[src/rtl/uart_pkg.sv]
// uart_pkg: shared parity/baud constants and the transmitter FSM encoding.
package uart_pkg;
  localparam int PAR_NONE = 0;
  localparam int PAR_ODD = 1;
  localparam int PAR_EVEN = 2;
  localparam int BPS_50MHz_9600 = 5208;
  localparam int BPS_50MHz_115200 = 434;
  localparam int BPS_12MHz_9600 = 1250;
  localparam int BPS_12MHz_115200 = 104;
  typedef enum logic [2:0] {IDLE, START, DATA, PAR, STOP} tx_state_t;
endpackage

[src/rtl/uart_sync_fifo.sv]
// uart_sync_fifo: synchronous first-word-fall-through FIFO; pointers carry a wrap bit
// so that full and empty are distinguishable.
module uart_sync_fifo #(
  parameter int WIDTH = 8,
  parameter int DEPTH = 4
) (
  input  logic                     clk,
  input  logic                     rst,
  input  logic                     push,
  input  logic                     pop,
  input  logic [WIDTH-1:0]         din,
  output logic [WIDTH-1:0]         dout,
  output logic                     full,
  output logic                     empty,
  output logic [$clog2(DEPTH):0]   level
);
  localparam int AW = $clog2(DEPTH);
  logic [WIDTH-1:0] mem_q [DEPTH];
  logic [AW:0] wr_q, wr_d, rd_q, rd_d;
  logic do_push, do_pop;
  always_comb begin
    level = wr_q - rd_q;
    empty = wr_q == rd_q;
    full = level == (AW+1)'(DEPTH);
    do_push = push && !full;
    do_pop = pop && !empty;
    wr_d = wr_q + (AW+1)'(do_push);
    rd_d = rd_q + (AW+1)'(do_pop);
    dout = mem_q[rd_q[AW-1:0]];
  end
  always_ff @(posedge clk or posedge rst) begin
    if (rst) begin
      wr_q <= '0;
      rd_q <= '0;
    end else begin
      wr_q <= wr_d;
      rd_q <= rd_d;
    end
  end
  always_ff @(posedge clk) begin
    if (do_push) mem_q[wr_q[AW-1:0]] <= din;
  end
endmodule

[src/rtl/uart_tx_param.sv]
// uart_tx_param: parametrised UART transmitter (data width, parity, stop bits) fed
// from an internal FIFO; frames go out back-to-back while words are queued.
module uart_tx_param
  import uart_pkg::*;
#(
  parameter int CLK_DIV    = BPS_50MHz_115200,
  parameter int DATA_BITS  = 8,
  parameter int PARITY     = PAR_NONE,
  parameter int STOP_BITS  = 1,
  parameter int FIFO_DEPTH = 4
) (
  input  logic                          clk,
  input  logic                          rst,
  input  logic                          tx_valid,
  input  logic [DATA_BITS-1:0]          tx_data,
  output logic                          tx_ready,
  output logic                          tx_busy,
  output logic                          tx_done,
  output logic [$clog2(FIFO_DEPTH):0]   fifo_level,
  output logic                          tx_pin
);
  localparam int CW = $clog2(CLK_DIV);
  localparam int BW = $clog2(DATA_BITS);

  if (CLK_DIV < 2 || CLK_DIV > 65535 || DATA_BITS < 5 || DATA_BITS > 9 ||
      PARITY < PAR_NONE || PARITY > PAR_EVEN || STOP_BITS < 1 || STOP_BITS > 2 ||
      FIFO_DEPTH < 2 || (FIFO_DEPTH & (FIFO_DEPTH - 1)) != 0) begin : g_bad_cfg
    $error("uart_tx_param: illegal parameter set");
  end

  tx_state_t state_q, state_d;
  logic [CW-1:0] cnt_q, cnt_d;
  logic [BW-1:0] idx_q, idx_d;
  logic [DATA_BITS-1:0] sh_q, sh_d, fifo_dout;
  logic par_q, par_d, pin_q, pin_d, busy_q, busy_d, done_q, done_d;
  logic last, pop, empty, full;

  uart_sync_fifo #(.WIDTH(DATA_BITS), .DEPTH(FIFO_DEPTH)) u_fifo (
    .clk(clk), .rst(rst), .push(tx_valid), .pop(pop), .din(tx_data),
    .dout(fifo_dout), .full(full), .empty(empty), .level(fifo_level)
  );

  always_comb begin
    last = cnt_q == CW'(CLK_DIV - 1);
    cnt_d = (state_q == IDLE || last) ? '0 : cnt_q + 1'b1;
    state_d = state_q;
    idx_d = idx_q;
    sh_d = sh_q;
    par_d = par_q;
    pop = 1'b0;
    done_d = 1'b0;
    case (state_q)
      IDLE: pop = !empty;
      START: if (last) state_d = DATA;
      DATA: if (last) begin
        sh_d = sh_q >> 1;
        idx_d = idx_q == BW'(DATA_BITS - 1) ? '0 : idx_q + 1'b1;
        if (idx_q == BW'(DATA_BITS - 1)) state_d = PARITY != PAR_NONE ? PAR : STOP;
      end
      PAR: if (last) state_d = STOP;
      STOP: if (last) begin
        idx_d = idx_q == BW'(STOP_BITS - 1) ? '0 : idx_q + 1'b1;
        if (idx_q == BW'(STOP_BITS - 1)) begin
          done_d = 1'b1;
          pop = !empty;
          state_d = IDLE;
        end
      end
      default: state_d = IDLE;
    endcase
    if (pop) begin
      state_d = START;
      sh_d = fifo_dout;
      par_d = ^fifo_dout ^ (PARITY == PAR_ODD);
    end
    // Line outputs are registered from the current state, so the pin trails the FSM by one clock.
    pin_d = state_q == START ? 1'b0 : state_q == DATA ? sh_q[0] : state_q == PAR ? par_q : 1'b1;
    busy_d = state_q != IDLE;
  end

  always_ff @(posedge clk or posedge rst) begin
    if (rst) begin
      state_q <= IDLE;
      cnt_q <= '0;
      idx_q <= '0;
      sh_q <= '0;
      par_q <= 1'b0;
      pin_q <= 1'b1;
      busy_q <= 1'b0;
      done_q <= 1'b0;
    end else begin
      state_q <= state_d;
      cnt_q <= cnt_d;
      idx_q <= idx_d;
      sh_q <= sh_d;
      par_q <= par_d;
      pin_q <= pin_d;
      busy_q <= busy_d;
      done_q <= done_d;
    end
  end

  assign tx_ready = !full;
  assign tx_busy = busy_q;
  assign tx_done = done_q;
  assign tx_pin = pin_q;
endmodule

[config.mk]
export PLATFORM = sky130hd
export DESIGN_NAME = uart_tx_param
export DESIGN_NICKNAME = d
export VERILOG_FILES = /design/src/rtl/uart_pkg.sv /design/src/rtl/uart_sync_fifo.sv /design/src/rtl/uart_tx_param.sv
export SDC_FILE = /design/constraint.sdc
export NUM_CORES = 1
export LEC_CHECK = 0
export BUFFER_PORTS_ARGS = -buffer_cell sky130_fd_sc_hd__buf_4
export CORE_MARGIN = 5
export CORE_UTILIZATION = 40
export CTS_BUF_LIST = sky130_fd_sc_hd__clkbuf_8
export CTS_CLUSTER_SIZE = 28
export DETAILED_ROUTE_END_ITERATION = 8
export SLEW_MARGIN = 20
export SYNTH_ARGS = -nofsm -noshare
export SYNTH_HDL_FRONTEND = slang
export SYNTH_HIERARCHICAL = 1
export SYNTH_SLANG_ARGS = --single-unit
[constraint.sdc]
create_clock -name clk -period 5.8 [get_ports clk]
set_clock_uncertainty 0.2 [all_clocks]
set_input_delay 0 -clock clk [delete_from_list [all_inputs] [get_ports clk]]
set_output_delay 0 -clock clk [all_outputs]
set_load 0.03 [all_outputs]
* Word level (Yosys, flattened, before mapping)
Memories as Yosys holds them, arrays and structs flattened.
Cells that the tools add are included.
** Cells by class
- Muxes and demuxes :: 28
- Equal/unequal tests :: 17
- Reduce and logical (&&, ||, !) cells :: 15
- Add/sub/neg operators :: 5
** Operator list (number)
- 2-to-1 mux 3 bit :: 11
- 2-to-1 mux 8 bit :: 3
- inequality test 3 x 2 -> 1 bit (second input constant) :: 6
- case mux 3 bit (5 select lines) :: 1
- 2-to-1 mux 1 bit :: 10
- adder 9 x 1 -> 9 bit (second input constant) :: 1
- equality test 3 bit (second input constant) :: 3
- equality test 9 bit (second input constant) :: 1
- 2-to-1 mux 9 bit :: 1
- parity 8 bit :: 1
- AND reduction 7 bit :: 1
- adder 3 x 1 -> 3 bit :: 2
- equality test 3 x 2 -> 1 bit (second input constant) :: 2
- logical NOT 3 bit :: 2
- case mux 3 bit (2 select lines) :: 1
- nonzero test 2 bit :: 3
- inequality test 2 bit (second input constant) :: 2
- adder 3 x 1 -> 3 bit (second input constant) :: 1
- equality test 3 x 1 -> 1 bit (second input constant) :: 1
- equality test 3 bit :: 1
- AND reduction 3 bit :: 1
- nonzero test 3 bit :: 1
- subtractor 3 bit :: 1
- logical AND 1 bit :: 2
- other kinds (5) :: 6
** Storage, ports and cells
- Bits in writable memories :: 32
- Input port bits :: 11
- Flip-flop bits (word level) :: 33
- Word-level logic and storage cells :: 76
- Memories kept :: 1
- Output and inout port bits :: 7
** Memories
- u_fifo.mem_q :: depth 4, width 8, read ports 1, clocked after memory_dff 0, wr ports 1, line uart_sync_fifo.sv:18 : logic [WIDTH-1:0] mem_q [DEPTH];

* Depth between registers and ports, before layout
Gate-level depths: netlist of run 1.
- Depth after elaboration :: 7
- Mapped depth :: 12
- Depth with buffers taken out :: 10

* Hierarchy
The synthesis of run 1 kept the hierarchy.
** Modules (own cells, without submodules)
- uart_sync_fifo :: cells each 79, instances 1, area each 1556.5 µm²
- uart_tx_param :: cells each 132, instances 1, area each 1456.4 µm²

* Worst setup path after synthesis of run 1
No wires, ideal clock.
- Kind :: reg2reg
- From :: reg u_fifo.rd_q[1]
- To :: reg u_fifo.rd_q[2]
- Arrival time :: 2.505 ns
- Cell stages (with the launch flop) :: 13
- Slack :: 3.015 ns
- Period minus slack after synthesis :: 2.785 ns
- Path buffers :: 2
- Cells stage by stage :: dfrtp_1 > clkbuf_1 > inv_1 > ha_1 > and3_1 > nor3_1 > and2_1 > buf_4 > inv_1 > a31oi_1 > ha_1 > ha_1 > xor2_1
** Between the ends
- Word-level cells in the longest chain between the ends :: 7
** RTL lines
- start, declared :: line uart_sync_fifo.sv:19 : logic [AW:0] wr_q, wr_d, rd_q, rd_d;
- start signal, assigned :: line uart_sync_fifo.sv:37 : rd_q <= rd_d;
- equality test 3 bit * :: line uart_sync_fifo.sv:23 : empty = wr_q == rd_q;
- named net empty :: line uart_tx_param.sv:36 : logic last, pop, empty, full;
- logical NOT 1 bit * :: line uart_tx_param.sv:53, uart_tx_param.sv:65
- 2-to-1 mux 1 bit :: line uart_tx_param.sv:63 : if (idx_q == BW'(STOP_BITS - 1)) begin
- 2-to-1 mux 1 bit :: line uart_tx_param.sv:61 : STOP: if (last) begin
- case mux 1 bit (2 select lines) * :: line uart_tx_param.sv:52 : case (state_q)
- named net pop :: line uart_tx_param.sv:36
- logical AND 1 bit * :: line uart_sync_fifo.sv:26 : do_pop = pop && !empty;
- adder 3 x 1 -> 3 bit * :: line uart_sync_fifo.sv:28 : rd_d = rd_q + (AW+1)'(do_pop);
- named net u_fifo.rd_d[2] :: line uart_sync_fifo.sv:19
Mark *: on every way through the listed nets, which the timed path passes. The rest lies on a longest branch.
A chain may end at the register's enable or synchronous reset.

* Worst setup path in the final report of run 1
- From :: reg u_fifo.rd_q[0]
- To :: reg u_fifo.rd_q[2]
** Between the ends
- Word-level cells in the longest chain between the ends :: 7
** RTL lines (line)
- equality test 3 bit * :: uart_sync_fifo.sv:23
- named net empty :: uart_tx_param.sv:36
- logical NOT 1 bit * :: uart_sync_fifo.sv:26, uart_tx_param.sv:53, uart_tx_param.sv:65
- 2-to-1 mux 1 bit :: uart_tx_param.sv:63
- 2-to-1 mux 1 bit :: uart_tx_param.sv:61
- case mux 1 bit (2 select lines) :: uart_tx_param.sv:52
- logical AND 1 bit * :: uart_sync_fifo.sv:26
- adder 3 x 1 -> 3 bit * :: uart_sync_fifo.sv:28
- named net u_fifo.rd_d[2] :: uart_sync_fifo.sv:19
Marked as above.

==> metrics.txt, run 1 <==
H-tree depth 3; final hold vios 0; die width 96.8 um; setup TNS 0 ps; largest net degree at the start of global routing 28; die area 9370 um2; Worst Setup End Kind flop; Slew HR 0.312; Async SR Flop Fraction 0.508; clock sink total 65; leakage 0.00144 uW; dominant synthesized flop cell edfxtp_1; site row count 31; Core Box Area 7290 um2; R2R Setup Slk 2510 ps; # Post-CTS Setup Buffers 0; clock-pin slew on the worst setup and hold paths 80 ps; synth top area cells edfxtp_1 32%, dfrtp_1 27%, mux4_2 6.0%; DRC 0; Internal 1170 uW; Yosys warning count 6; CTS max path bufs 2; fin. max-slew vios 0; EDFF count, synth 32; Avg Inst Size Synth 14.3 um2; Max Cap Violations 0; share of cells above drive strength 1 0.235; first-pass GRT wire length 8.78 mm; PD cells 520 nW/um2; Least-Margin Pin Slew 1030 ps; share of the synthesized area in the top cell type 0.319; initial antenna violation count 0; type of origin of the critical path flop; Setup Slack @ Placement 2520 ps; critical path type flop to flop; Nets 269; Netlist cell types 48; Initial DRC Count 64; via/cell ratio 4.93; Routed WL 5.15 mm; Syn Inst Count 211; IO Port Bufs 17; RSZ-0062 raised after global routing no; Critical Path Source u_fifo/rd_q[0]$_DFF_PP0_; r2r worst-path depth 9; HPWL after detailed placement 3.46 mm; Hold Crit Class primary input to asynchronous set/reset pin; syn_nets 234; Hold-fix buffers, CTS 11; Filler cells 671; Yosys top cell by area edfxtp_1; worst-path maximum fanout 11; post-route minimum period 3290 ps; Final Wtd Congestion 0.806; diodes inserted 0; Worst VDD drop 0.000249 V; Reg area 1790 um2; Netlist Area Pre-Place 3010 um2; die height 96.8 um; fin worst setup slack 2510 ps; sw power 682 uW; Crit path required time 5870 ps; GRT Util Overall 0.117; final cycle utilization of the critical path 0.567; post-cts sizing count 0; Inserted Clock Buffers 9; reg2reg end u_fifo/rd_q[2]$_DFF_PP0_; Reg-to-Reg Start u_fifo/rd_q[0]$_DFF_PP0_; Starting Density 0.413; clock share of power 0.204; status finished clean; total number of vias 1727; clk_lat worst skew 340 ps; TritonRoute pass-1 iters 4; CTS tree done; GRT overflow 0; Switching Fraction 0.368; Crit path arrival time 3360 ps; CTS root buffer clkbuf_8; Routed WL per cell 14.7 um; antenna violation net count after detailed routing 0; Setup violations, final 0; Multi-input gate area 1140 um2; register area share after synthesis 0.593; Seq pwr share 0.402; vias in the first global route 1785; #FFs+latches synth 65; top post-synthesis cells by count 32 x dfrtp_1, 32 x edfxtp_1, 16 x inv_1; Layout area overhead 18.1%; Max Clk Rate 304 MHz; share of power burned in combinational logic 0.395; I/O pins 18
-- metrics by stage --
stage / total power [uW] / utilization / cells / cell area [um2] / hold slack, ps
global placement: 1470 / 0.446 / 323 / 3250 / -242
detailed placement: 1480 / 0.446 / 323 / 3250 / -246
CTS: 1860 / 0.487 / 350 / 3550 / 176
finish: 1850 / 0.488 / 350 / 3560 / 87.3
global route: 1980 / 0.488 / 350 / 3560 / 156
floorplan: 1280 / - / 211 / 3010 / -409
-- cell usage in the layout, fill, tap and decap left out, drive strengths merged, types with 2 or more instances in the layout --
cell type    instances
inv                 17
ha                  11
nand3b               2
xor2                 8
or4                  2
edfxtp              32
nand4b               2
a311oi               2
a221o                6
mux4                 8
and3                 3
a21oi                4
clkinv               2
clkbuf               9
xnor2               10
nor2                11
nand2               12
dfrtp               32
dlygate4sd3         11
o31ai                3
nand3                5
and2                 7
nand4                2
buf                 19
o21ai                5
nand2b               2
a31oi                5
clkinvlp             3
-- worst max-delay path, cell delays in order, from the launching register on --
cell     delay (ps)
dfrtp_1         700
ha_1            440
and3_1          220
nor3_1          450
and2_1          450
inv_1            80
a31oi_1         190
ha_1            190
ha_1            150
xor2_1          140
-- routing by layer --
metal  GRT usage  vias to the layer above  part of all wire  wire (um)
met5           0                        -                 0          0
met4      0.0454                        0            0.0025         13
met3      0.0374                        2             0.042        216
met2       0.185                       29              0.51       2620
met1       0.151                      849              0.45       2300
li1            -                      847                 -          -
-- worst max path at each step --
| stage | endpoint | cells after the start |
|---|---|---|
| after floorplan | u_fifo/rd_q[2]$_DFF_PP0_ | 12 |
| final | u_fifo/rd_q[2]$_DFF_PP0_ | 9 |
| after global placement | u_fifo/rd_q[2]$_DFF_PP0_ | 9 |
| after detailed placement | u_fifo/rd_q[2]$_DFF_PP0_ | 9 |
| after CTS | u_fifo/rd_q[2]$_DFF_PP0_ | 9 |
| after global routing | u_fifo/rd_q[2]$_DFF_PP0_ | 9 |
-- flip-flops by register name, indices dropped and copies added (netlist names) --
name,count
u_fifo/mem_q,32
tx_done,1
tx_busy,1
state_q,3
cnt_q,9
par_q,1
idx_q,3
tx_pin,1
u_fifo/rd_q,3
u_fifo/wr_q,3
sh_q,8
-- power groups by stage --
stage,clock network [uW],logic [uW],registers [uW]
floorplan,0,574,706
global placement,0,712,754
detailed placement,0,722,753
CTS,389,727,746
global route,409,808,763
finish,377,730,743
-- cell type report --
cell class                 instances  share of cell area
timing repair buffer              30              0.0710
tap                               99              0.0348
clock buffer                       9              0.0348
clock inverter                     7              0.0197
multi-input combinational        124               0.321
inverter                          16              0.0169
sequential                        65               0.502
-- cells by family (layout without fill, tap and decap cells) --
family,after synthesis,after routing,share of synthesized area
flip-flops,65,65,0.593
adder cells (fa/ha/maj),12,12,0.0523
AO/OA/AOI/OAI,29,29,0.0777
buffers and inverters,22,62,0.0299
XOR/XNOR,19,19,0.0606
multiplexers,9,9,0.0631
AND/OR/NAND/NOR,55,55,0.123
Power figures use the tool's default switching activity.
==> run 2: changes to the inputs <==
Clock period 5.8 ns to 3.4 ns, I/O delays scaled along.
==> run 2 against run 1 <==
Net effect: final cell count is 1.1% higher; largest cell class unchanged; clock power rose by 120%; count of clock-buffer cells in the layout unchanged; total power grew 81%; sequential power up 67%; maximum frequency up 17%.
==> metrics.txt, run 2 (same netlist as run 1, synthesis figures left out) <==
status finished clean; TritonRoute pass-1 iters 4 (unchanged); Layout area overhead 20.8%; PD cells 920 nW/um2 (+77%); antenna violation net count after detailed routing 0 (unchanged); die height 96.8 um (unchanged); final cycle utilization of the critical path 0.829 (+0.263); commonest non-fill, non-tap cells in the layout 32 x dfrtp_1, 32 x edfxtp_1, 23 x buf_4, 15 x inv_1, 12 x nand2_1; I/O pins 18 (unchanged); fin. max-slew vios 0 (unchanged); CTS max path bufs 2 (unchanged); vias in the first global route 1846 (+3.4%); post-route minimum period 2820 ps (-467 ps); diodes inserted 0 (unchanged); Setup violations, final 0 (unchanged); met3 Use GR 0.0381 (+0.000719); Max Cap Violations 0 (unchanged); IO Port Bufs 17 (unchanged); Routed WL 5.11 mm (-0.84%); Initial DRC Count 83 (+30%); CTS root buffer clkbuf_8; HPWL after detailed placement 3.43 mm (-0.94%); setup TNS 0 ps (unchanged); met2 usage 0.194 (+0.00849); Least-Margin Pin Slew 569 ps (-458 ps); type of origin of the critical path flop; worst-path maximum fanout 11 (unchanged); total number of vias 1781 (+3.1%); reg2reg end u_fifo/rd_q[2]$_DFF_PP0_; largest net degree at the start of global routing 28 (unchanged); die width 96.8 um (unchanged); Routed WL per cell 14.4 um (-2.0%); # Post-CTS Setup Buffers 0 (unchanged); Hold-fix buffers, CTS 11 (unchanged); Post-Layout Cell Count 354 (+1.1%); first-pass GRT wire length 9.14 mm (+4.1%); share of cells above drive strength 1 0.247 (+0.0120); site row count 31 (unchanged); CTS tree done; GRT overflow 0 (unchanged); clock-pin slew on the worst setup and hold paths 80 ps (about the same); GRT Util Overall 0.122 (+0.00432); Crit path arrival time 2900 ps (-460 ps); max reg flops 32 (unchanged); leakage 0.00150 uW (+3.9%); Reg-to-Reg Start u_fifo/rd_q[1]$_DFF_PP0_; Hold Crit Class primary input to asynchronous set/reset pin; RSZ-0062 raised after global routing no; Top Usage Layer GRT met2; Slew HR 0.618 (+0.305); H-tree depth 3 (unchanged); r2r worst-path depth 10 (+1); GR Util met1 0.153 (+0.00257); final hold vios 0 (unchanged); Starting Density 0.413 (unchanged); via/cell ratio 5.03 (+2.0%); Nets 273 (+1.5%); Crit path required time 3480 ps (-2390 ps); Inserted Clock Buffers 9 (unchanged); clk_lat worst skew 350 ps (about the same); Final Wtd Congestion 0.765 (-5.0%); R2R Setup Slk 580 ps (-1930 ps); DRC 0 (unchanged); post-cts sizing count 0 (unchanged); Worst Setup End Kind flop; DP Cell Count 327 (+1.2%); initial antenna violation count 0 (unchanged); Max Clk Rate 355 MHz (+17%); die area 9370 um2 (unchanged); Worst VDD drop 0.000423 V (+70%); critical path type flop to flop; Core Box Area 7290 um2 (unchanged); clock sink total 65 (unchanged)
-- run 2: worst max-delay path by stage --
stage	startpoint	end	cells past startpoint
2_1_floorplan	u_fifo/rd_q[1]$_DFF_PP0_	u_fifo/rd_q[2]$_DFF_PP0_	12
3_3_place_gp	u_fifo/rd_q[1]$_DFF_PP0_	u_fifo/rd_q[2]$_DFF_PP0_	10
3_5_place_dp	u_fifo/rd_q[1]$_DFF_PP0_	u_fifo/rd_q[2]$_DFF_PP0_	10
4_1_cts	u_fifo/rd_q[1]$_DFF_PP0_	u_fifo/rd_q[2]$_DFF_PP0_	10
5_1_grt	u_fifo/rd_q[1]$_DFF_PP0_	u_fifo/rd_q[2]$_DFF_PP0_	10
6_report	u_fifo/rd_q[1]$_DFF_PP0_	u_fifo/rd_q[2]$_DFF_PP0_	10
-- run 2: area by class of cell --
| cell class | instances | area (um2) |
|---|---|---|
| Clock inverter | 7 | 125 |
| Sequential cell | 65 | 1790 |
| Clock buffer | 9 | 124 |
| Tap cell | 99 | 124 |
| Timing Repair Buffer | 34 | 283 |
| Inverter | 16 | 60.1 |
| Multi-Input combinational cell | 124 | 1130 |
| Fill cell | 640 | 3650 |
-- run 2: metrics by stage --
| step | utilization | instance area, um2 | hold WS, ps | worst slack [ps] | total power [uW] |
|---|---|---|---|---|---|
| final | 0.499 | 3640 | 70.9 | 581 | 3350 |
| after global routing | 0.499 | 3640 | 141 | 303 | 3590 |
| after floorplan | - | 3010 | -409 | 615 | 2180 |
| after detailed placement | 0.450 | 3280 | -241 | 569 | 2550 |
| after global placement | 0.450 | 3280 | -243 | 690 | 2530 |
| after CTS | 0.499 | 3640 | 167 | 539 | 3400 |
-- run 2: power by group --
part	internal [uW]	leakage, uW	switching, uW	total [uW]
clock network	496	0.000125	322	818
logic	611	0.000666	683	1290
registers	1070	0.000704	168	1240
-- run 2: critical path, stage by stage, from the launching register on --
cell	delay (ps)
dfrtp_1	650
inv_1	90
ha_1	290
and3_1	160
nor3_1	500
and2_1	230
inv_1	40
a31oi_1	140
ha_1	160
ha_1	150
xor2_1	140
-- run 2: metal layers --
layer | part of all wire | vias up
met4 | 0.019 | 0
met2 | 0.48 | 25
met5 | 0 | -
met1 | 0.47 | 892
li1 | - | 854
met3 | 0.036 | 10
==> run 3: changes to the inputs <==
Clock period 3.4 ns to 2.8 ns, I/O delays scaled along.
==> run 3 against run 2 <==
Net effect: register-to-register slack worse by 250 ps; routed wire length fell by 0.14%; die area unchanged; sequential share of layout area rose by 0.44 points; critical path depth unchanged; cell area fell by 0.89%; total power grew 16%; final cell count rose by 0.56%; maximum frequency rose by 14%; critical path type unchanged; critical endpoint unchanged; largest power group unchanged.
==> metrics.txt, run 3 (same netlist as run 1, synthesis figures left out) <==
Worst Setup End Kind flop; setup TNS 0 ps (unchanged); # Post-CTS Setup Buffers 0 (unchanged); CTS root buffer clkbuf_8; GRT overflow 0 (unchanged); Worst path max stage delay 420 ps (-230 ps); site row count 31 (unchanged); share of cells above drive strength 1 0.253 (+0.00586); Final Wtd Congestion 0.738 (-3.6%); Worst path slowest cell dfrtp_1; die width 96.8 um (unchanged); die area 9370 um2 (unchanged); Nets 275 (+0.73%); CTS max path bufs 2 (unchanged); antenna violation net count after detailed routing 0 (unchanged); Reg-to-Reg Start u_fifo/wr_q[0]$_DFF_PP0_; Core Box Area 7290 um2 (unchanged); PD cells 1070 nW/um2 (+17%); clk_lat worst skew 340 ps (about the same); TritonRoute pass-1 iters 4 (unchanged); max reg flops 32 (unchanged); GR Util met1 0.152 (-0.000720); Routed WL per cell 14.3 um (-0.70%); Layout area overhead 19.7%; vias in the first global route 1902 (+3.0%); Initial DRC Count 95 (+14%); diodes inserted 0 (unchanged); clock-pin slew on the worst setup and hold paths 80 ps (about the same); Max Clk Rate 404 MHz (+14%); worst-path maximum fanout 9 (-2); Routed WL 5.10 mm (-0.14%); post-route minimum period 2470 ps (-347 ps); RSZ-0062 raised after global routing no; met2 usage 0.198 (+0.00425); Max Cap Violations 0 (unchanged); Starting Density 0.413 (unchanged); CTS tree done; status finished clean; die height 96.8 um (unchanged); most frequent CP cell ha_1; final hold vios 0 (unchanged); HPWL after detailed placement 3.53 mm (+3.1%); Slew HR 0.624 (+0.00664); Inserted Clock Buffers 9 (unchanged); initial antenna violation count 0 (unchanged); IO Port Bufs 17 (unchanged); via/cell ratio 5.03 (about the same); Setup violations, final 0 (unchanged); clock sink total 65 (unchanged); Critical Path Source u_fifo/wr_q[0]$_DFF_PP0_; Post-Layout Cell Count 356 (+0.56%); Worst VDD drop 0.000617 V (+46%); Crit path required time 2870 ps (-610 ps); DP Cell Count 329 (+0.61%); commonest non-fill, non-tap cells in the layout 32 x dfrtp_1, 32 x edfxtp_1, 25 x buf_4, 15 x inv_1, 12 x nand2_1; total number of vias 1792 (+0.62%); Top Usage Layer GRT met2; Min Hold Slack 78.5 ps (+7.55 ps); Crit path arrival time 2540 ps (-360 ps); DRC 0 (unchanged); type of origin of the critical path flop; first-pass GRT wire length 9.23 mm (+0.98%); Filler cells 646 (+0.94%); GRT Util Overall 0.124 (+0.00236); met3 Use GR 0.0532 (+0.0151); critical path type flop to flop; Setup Slack @ Placement 326 ps (-242 ps); leakage 0.00148 uW (-0.96%); I/O pins 18 (unchanged); H-tree depth 3 (unchanged); fin. max-slew vios 0 (unchanged); fin worst setup slack 327 ps (-253 ps); largest net degree at the start of global routing 28 (unchanged); final cycle utilization of the critical path 0.883 (+0.0539); worst path cell trace inv_1 -> ha_1 -> and3_1 -> nor3_1 -> and2_1 -> inv_1 -> a31oi_1 -> ha_1 -> ha_1 -> xor2_1; Hold Crit Class primary input to asynchronous set/reset pin; Least-Margin Pin Slew 562 ps (-6.40 ps)
## run 3: cell types whose count changed in the layout (fill, tap and decap cells not counted), sizes merged
cell | previous run | this run
inv | 19 | 18
bufinv | 3 | 1
clkinv | 1 | 3
buf | 23 | 25
clkinvlp | 0 | 1
## run 3: worst paths after layout
path / endpoint / slack, ps / cells past startpoint
worst max-delay path: u_fifo/rd_q[2]$_DFF_PP0_ / 330 / 10
min in group clk: u_fifo/mem_q[1][1]$_DFFE_PP_ / 190 / 2
worst min-delay path: idx_q[1]$_DFFE_PP0P_ / 80 / 3
max in group asynchronous: u_fifo/rd_q[0]$_DFF_PP0_ / 1670 / 4
worst min register to register: idx_q[1]$_DFFE_PP0P_ / 310 / 2
worst max register to register: u_fifo/rd_q[2]$_DFF_PP0_ / 330 / 10
## run 3: area by class of cell
cell class / count / area, um2 / share of cell area
Multi-Input combinational cell: 124 / 1130 / 0.315
Tap cell: 99 / 124 / 0.0344
Clock buffer: 9 / 124 / 0.0344
Clock inverter: 7 / 77.6 / 0.0215
Timing Repair Buffer: 36 / 298 / 0.0826
Inverter: 16 / 60.1 / 0.0167
Sequential cell: 65 / 1790 / 0.496
## run 3: stage by stage
stage / total power (uW) / area, um2 / utilization
5_1_grt: 4150 / 3610 / 0.495
3_5_place_dp: 3100 / 3290 / 0.452
3_3_place_gp: 3070 / 3290 / 0.452
4_1_cts: 3930 / 3610 / 0.495
2_1_floorplan: 2650 / 3010 / -
6_report: 3870 / 3610 / 0.495
## run 3: metal layers
metal  wire (um)  part of all wire
met5           0                 0
met4          67             0.013
met3         191             0.037
met2        2510              0.49
met1        2330              0.46
## run 3: critical path, delay by kind of cell (launching register included)
family | cells | cell delay [ps]
adders and majority gates | 3 | 720
and+or+nand+nor | 3 | 650
DFF | 1 | 420
xor gates and xnor gates | 1 | 150
AOI/OAI and AO/OA | 1 | 140
buffers and inverters | 2 | 130
## run 3: timing repair
action | 4_1_cts | 5_1_grt
hold buffers | 11 | 0
hold endpoints to repair | 65 | 0
gates resized for setup | 0 | 0
## run 3: where the power goes
part / internal (uW) / leakage [uW] / switching, uW
registers: 1300 / 0.000704 / 186
logic: 751 / 0.000677 / 835
clock network: 418 / 0.000100 / 382
